===== src/rtl/interrupt_controller.sv =====
// Edge-triggered, masked, fixed-priority interrupt controller feeding a single INT line with ack/done handshake.
// Define INTC_SYNC_EN to insert a 2-flop synchronizer on irq_req ahead of the edge detector.
module interrupt_controller #(
  parameter int          NUM_SRC    = 4,
  parameter logic [31:0] VEC_BASE   = 32'h0000_0100,
  parameter logic [31:0] VEC_STRIDE = 32'h0000_0010
) (
  input  logic               clk,
  input  logic               rst,
  input  logic [NUM_SRC-1:0] irq_req,
  input  logic               mask_we,
  input  logic [NUM_SRC-1:0] mask_wdata,
  input  logic               int_ack,
  input  logic               int_done,
  output logic               INT,
  output logic [31:0]        int_vec,
  output logic [2:0]         int_id,
  output logic [NUM_SRC-1:0] int_pending,
  output logic               int_busy
);

  typedef enum logic [1:0] {S_IDLE, S_ASSERT, S_SERVICE} state_t;

  state_t             state_q, state_d;
  logic [NUM_SRC-1:0] irq_s, req_q, rise;
  logic [NUM_SRC-1:0] mask_q, mask_d, pend_q, pend_d, elig;
  logic [2:0]         win, id_q, id_d;
  logic [31:0]        vec_q, vec_d;
  logic               int_q, int_d, busy_q, busy_d;

`ifdef INTC_SYNC_EN
  logic [NUM_SRC-1:0] sync1_q, sync2_q;

  always_ff @(posedge clk or negedge rst) begin
    if (!rst) begin
      sync1_q <= '0;
      sync2_q <= '0;
    end else begin
      sync1_q <= irq_req;
      sync2_q <= sync1_q;
    end
  end

  assign irq_s = sync2_q;
`else
  assign irq_s = irq_req;
`endif

  assign rise   = irq_s & ~req_q;
  // A mask write is already honoured by the selection on its own edge.
  assign mask_d = mask_we ? mask_wdata : mask_q;
  assign elig   = pend_q & mask_d;

  always_comb begin
    win = '0;
    for (int i = NUM_SRC - 1; i >= 0; i--)
      if (elig[i]) win = 3'(i);
  end

  always_comb begin
    state_d = state_q;
    int_d   = int_q;
    busy_d  = busy_q;
    id_d    = id_q;
    vec_d   = vec_q;
    pend_d  = pend_q;
    case (state_q)
      S_IDLE: if (|elig) begin
        state_d = S_ASSERT;
        int_d   = 1'b1;
        id_d    = win;
        vec_d   = VEC_BASE + 32'(win) * VEC_STRIDE;
      end
      S_ASSERT: if (int_ack) begin
        state_d = S_SERVICE;
        int_d   = 1'b0;
        busy_d  = 1'b1;
        for (int i = 0; i < NUM_SRC; i++)
          if (3'(i) == id_q) pend_d[i] = 1'b0;
      end
      S_SERVICE: if (int_done) begin
        state_d = S_IDLE;
        busy_d  = 1'b0;
      end
      default: state_d = S_IDLE;
    endcase
    // New edges win over the acknowledge clear on the same bit.
    pend_d = pend_d | rise;
  end

  always_ff @(posedge clk or negedge rst) begin
    if (!rst) begin
      state_q <= S_IDLE;
      req_q   <= '0;
      mask_q  <= '1;
      pend_q  <= '0;
      id_q    <= '0;
      vec_q   <= '0;
      int_q   <= 1'b0;
      busy_q  <= 1'b0;
    end else begin
      state_q <= state_d;
      req_q   <= irq_s;
      mask_q  <= mask_d;
      pend_q  <= pend_d;
      id_q    <= id_d;
      vec_q   <= vec_d;
      int_q   <= int_d;
      busy_q  <= busy_d;
    end
  end

  assign INT         = int_q;
  assign int_vec     = vec_q;
  assign int_id      = id_q;
  assign int_pending = pend_q;
  assign int_busy    = busy_q;

endmodule


===== config.mk =====
export PLATFORM = sky130hd
export DESIGN_NAME = interrupt_controller
export DESIGN_NICKNAME = d
export VERILOG_FILES = /design/src/rtl/interrupt_controller.sv
export SDC_FILE = /design/constraint.sdc
export NUM_CORES = 1
export LEC_CHECK = 0
export CORE_MARGIN = 2
export CORE_UTILIZATION = 35
export CTS_CLUSTER_SIZE = 10
export DETAILED_ROUTE_END_ITERATION = 8
export PLACE_DENSITY = 0.73
export SYNTH_ARGS = -nofsm -noshare
export SYNTH_HDL_FRONTEND = slang
export SYNTH_SLANG_ARGS = --single-unit

===== constraint.sdc =====
create_clock -name clk -period 2.5 [get_ports clk]
set_input_delay 0.5 -clock clk [delete_from_list [all_inputs] [get_ports clk]]
set_output_delay 0.5 -clock clk [all_outputs]
set_load 0.01 [all_outputs]

# Yosys cells after proc, flatten, opt, wreduce, memory -nomap -nowiden
# Cells that the tools add are included.
[op_classes]
n_mux = 21
n_eq_ne = 8
n_reduce_logical = 9
n_addsub = 1
bitwise = 4
[op_table]
columns = ["cell", "count"]
rows = [
  ["2-to-1 mux 4 bit", 3],
  ["adder 9 x 7 -> 10 bit, first input constant", 1],
  ["2-to-1 mux 2 bit", 5],
  ["AND reduction 3 bit", 3],
  ["bitwise AND 4 bit", 2],
  ["2-to-1 mux 1 bit", 8],
  ["== test 2 x 3 -> 1 bit, first input constant", 2],
  ["2-to-1 mux 3 bit", 2],
  ["inequality test 2 bit, second input constant", 3],
  ["case mux 2 bit (3 select lines)", 1],
  ["NOT 4 bit", 1],
  ["OR 4 bit", 1],
  ["case mux 1 bit (2 select lines)", 2],
  ["nonzero test 2 bit", 2],
  ["OR reduction 4 bit", 1],
  ["== test 1 x 3 -> 1 bit, first input constant", 1],
  ["logical NOT 3 bit", 1],
  ["== test 2 x 1 -> 1 bit, second input constant", 1],
  ["== test 2 bit, second input constant", 1],
  ["logical NOT 2 bit", 1],
  ["AND reduction 2 bit", 1],
]
[totals]
inputBits = 13
out_inout_bits = 41
reg_bits = 51
wordCells = 51

# Longest topological paths before layout
[logic_depth]
depth_word = 7
depth_mapped = 5
depth_no_buf = 4

# Least setup slack after synthesis
# No wires, ideal clock.
[synth_path]
path_kind = "input -> register"
startpoint = "in mask_we"
endpoint = "reg vec_q[8] (netlist: int_vec[8])"
slack_ps = 1039
setup_time_ps = 124
required_time_ps = 2376
arrival_time_ps = 1336
path_buffers = 0
path_stages = 4
cell_sequence = "mux2_4 a22oi_2 a311oi_2 or2_1"
[synth_via]
elab_chain_cells = 7
elab_cells_between_ends = 9
cone_classes = "1 x add/sub; 5 x mux; 1 x bitwise; 2 x reduce/logical"
[synth_rtl]
columns = ["item", "line_no", "source"]
rows = [
  ["start: declaration", "11", "input logic mask_we,"],
  ["2-to-1 mux 4 bit *", "51", "assign mask_d = mask_we ? mask_wdata : mask_q;"],
  ["bitwise AND 4 bit *", "52", "assign elig = pend_q & mask_d;"],
  ["2-to-1 mux 2 bit (2 in a row)", "57", "if (elig[i]) win = 3'(i);"],
  ["2-to-1 mux 3 bit (2 in a row)", "57", ""],
  ["adder 9 x 7 -> 10 bit", "72", "vec_d = VEC_BASE + 32'(win) * VEC_STRIDE;"],
  ["end signal: assignment", "107", "vec_q <= vec_d;"],
  ["end: declaration", "28", "logic [31:0] vec_q, vec_d;"],
]
# Every way passes the cells marked *; elsewhere a longest branch is shown, timed or not.
# A chain may end at the register's enable or synchronous reset.

# Final worst setup path
[layout_path]
startpoint = "reg vec_q[5] (netlist: int_vec[5])"
endpoint = "out int_vec[5]"
[layout_rtl]
columns = ["item", "line_no", "source"]
rows = [
  ["end: declaration", "16", "output logic [31:0] int_vec,"],
]
# No word-level cell between the ends.

==> results_dict.tcl <==
set metrics [dict create \
    num_antenna_cells 0 \
    seq_area_frac_synth_pct 47.5 \
    cts_setup_buffers 0 \
    io_pins 54 \
    gp_congestion 0.815 \
    core_mm2 0.00276 \
    worst_clock_skew_ns 0.00281 \
    slew_viol_final 0 \
    holdCritPathClass "flip-flop to flip-flop" \
    critPathMaxFanout 7 \
    cpPeakStageDelay_ns 0.58 \
    fin_nets 133 \
    synth-edff-count 0 \
    dp_hpwl_um 1250 \
    die_area_mm2 0.00334 \
    synthCells 97 \
    wirelength_met1_um 669 \
    rsz0062_at_grt "no" \
    die_x_um 57.8 \
    grt_max_degree 20 \
    power_density_mw_per_mm2 912 \
    synth_flop_cell "dfrtp_1" \
    yosys_warnings 0 \
    cts_tree "yes" \
    crit_type "flip-flop to output port" \
    fmax_mhz 546 \
    die_h_um 57.8 \
    synth_top_area_cell "dfrtp_1" \
    fp-row-count 19 \
    slew_headroom_pct 45.3 \
    cp.arrival_ns 1.33 \
    syn_avg_cell_area_um2 10.4 \
    tns_ns 0 \
    yosys-top-cells-area "dfrtp_1 (37%), buf_4 (24%), dfstp_2 (10%)" \
    start_util_pct 36.7 \
    h-tree-depth 1 \
    clk_latency_ns 0.29 \
    ir_worst_vdd_mv 0.374 \
    grt_overflow 0 \
    status "finished clean" \
    hold_viol_final 0 \
    drc 0 \
    drtIter0Drc 10 \
    grt_pass1_vias 627 \
    grt_pass1_wl_um 2650 \
    cts_resized 0 \
    async_reset_ff_share_pct 100 \
    cp-start-kind "flip-flop" \
    via_per_inst 4.28 \
    wl_met2_um 769 \
    cp-end-kind "output port" \
    netlist_area_mm2 0.00101 \
    syn2layout_area_growth_pct 15.6 \
    worstMarginPinSlew_ns 0.818 \
    synth_top_area_share_pct 37.1 \
    clockBufferDepth 2 \
    max_cap_viol_count 0 \
    clkTransAtPathRegs_ns 0.10 \
    path_delay_family "buffers and inverters" \
    dr.pass1.iters 2 \
    grt_usage_pct 10.3 \
    ys_ff_latch 19 \
    p_leak_nw 0.548 \
    crit_buf_inv 1 \
    top_layer "met4" \
    drive_gt1_share_pct 12.6 \
    final_antenna_net_count 0 \
    routed_wl_um 1570 \
    crit_chain "clkdlybuf4s50_1" \
    wl_met3_um 117 \
    postCtsHoldBufs 0 \
    root_buffer "clkbuf_4" \
    wl_per_cell_um 10.5 \
    crit_path_top_delay_cell "clkdlybuf4s50_1" \
    synthDistinctLibCells 27 \
    portBuffers 23 \
    total_power_mw 1.07 \
    clock-sinks 19 \
    finalCritPeriodShare_pct 73.3 \
    vias 642 \
    antenna_found_initial 0 \
    cts_buffers 3 \
    worstPathRequired_ns 2.00 \
    setup_violations 0 \
    min_period_ns 1.83 \
]
-- sequential cells by signal, summed over array words and instances (netlist names) --
signal	cells
INT	1
int_busy	1
int_id	1
int_pending	4
int_vec	2
mask_q	4
req_q	4
state_q	2
-- stage by stage --
stage | cell area (um^2) | instances | hold WS [ns] | setup slack (ns) | util, %
3_5_place_dp | 1140 | 146 | 0.414 | 0.356 | 41.4
4_1_cts | 1170 | 150 | 0.429 | 0.635 | 42.4
5_1_grt | 1170 | 150 | 0.442 | 0.557 | 42.4
3_3_place_gp | 1140 | 146 | 0.401 | 0.411 | 41.4
2_1_floorplan | 1120 | 126 | 0.204 | 1.04 | -
6_report | 1170 | 150 | 0.420 | 0.668 | 42.4
-- worst paths after layout --
check / cells past startpoint / to / slack (ns) / start
setup / recovery: 1 / int_vec[5] / 0.67 / int_vec[5]
hold / removal: 1 / int_pending[0] / 0.42 / req_q[0]
setup reg to reg: 4 / int_vec[8] / 1.15 / mask_q[2]
hold reg to reg: 1 / int_pending[0] / 0.42 / req_q[0]
max in group asynchronous: 1 / int_pending[0] / 1.32 / rst
min in group asynchronous: 1 / req_q[2] / 0.67 / rst
-- layout make-up --
cell class	count	area, um^2
clock buffers	3	22.5
clock inverters	1	5.00
fillers	281	1590
inverters	6	22.5
multi-input cells	67	370
flip-flops and latches	19	480
well taps	31	38.8
repair buffers	23	230
-- layout by cell type, fill, tap and decap left out --
| cell | instances |
|---|---|
| a211o_1 | 1 |
| a21o_1 | 2 |
| a21oi_1 | 1 |
| a22o_1 | 1 |
| a22oi_1 | 1 |
| a22oi_2 | 1 |
| a2bb2oi_1 | 1 |
| a311oi_2 | 1 |
| a32o_1 | 1 |
| and3b_1 | 1 |
| clkbuf_4 | 3 |
| clkdlybuf4s50_1 | 23 |
| clkinv_2 | 1 |
| conb_1 | 30 |
| dfrtp_1 | 15 |
| dfstp_2 | 4 |
| inv_1 | 6 |
| mux2_2 | 3 |
| mux2_4 | 1 |
| nand2_1 | 6 |
| nand2_2 | 1 |
| nand3_1 | 1 |
| nand3b_1 | 1 |
| nor2_1 | 3 |
| nor3_1 | 1 |
| o21ai_0 | 6 |
| o31ai_1 | 2 |
| or2_1 | 1 |
-- cells in the mapped netlist (2+ instances only) --
cell type and instances:
buf_4 32, dfrtp_1 15, inv_1 6, nand2_1 6, o21ai_0 6, dfstp_2 4
mux2_2 3, nor2_1 3, a21o_1 2, clkbuf_1 2, o31ai_1 2
-- layer usage --
layer  track usage [%]  up-vias
met5                 0        -
met4              4.98        0
met3              2.90        2
met2              16.6       27
met1              12.7      309
li1                  -      304
-- power breakdown --
group          switching [mW]  internal, mW  leakage [nW]
Sequential              0.110         0.393         0.204
Clock                  0.0885        0.0594        0.0177
Combinational           0.178         0.238         0.327
Total                   0.376         0.691         0.548
-- cell families after synthesis --
logic type / after synthesis / share of synthesized area, %
mux: 4 / 4.82
simple gates: 15 / 7.17
buf+inv: 40 / 26.7
other cells: 1 / 0.370
compound gates: 18 / 13.5
flops: 19 / 47.5
(Power assumes the default switching activity.)
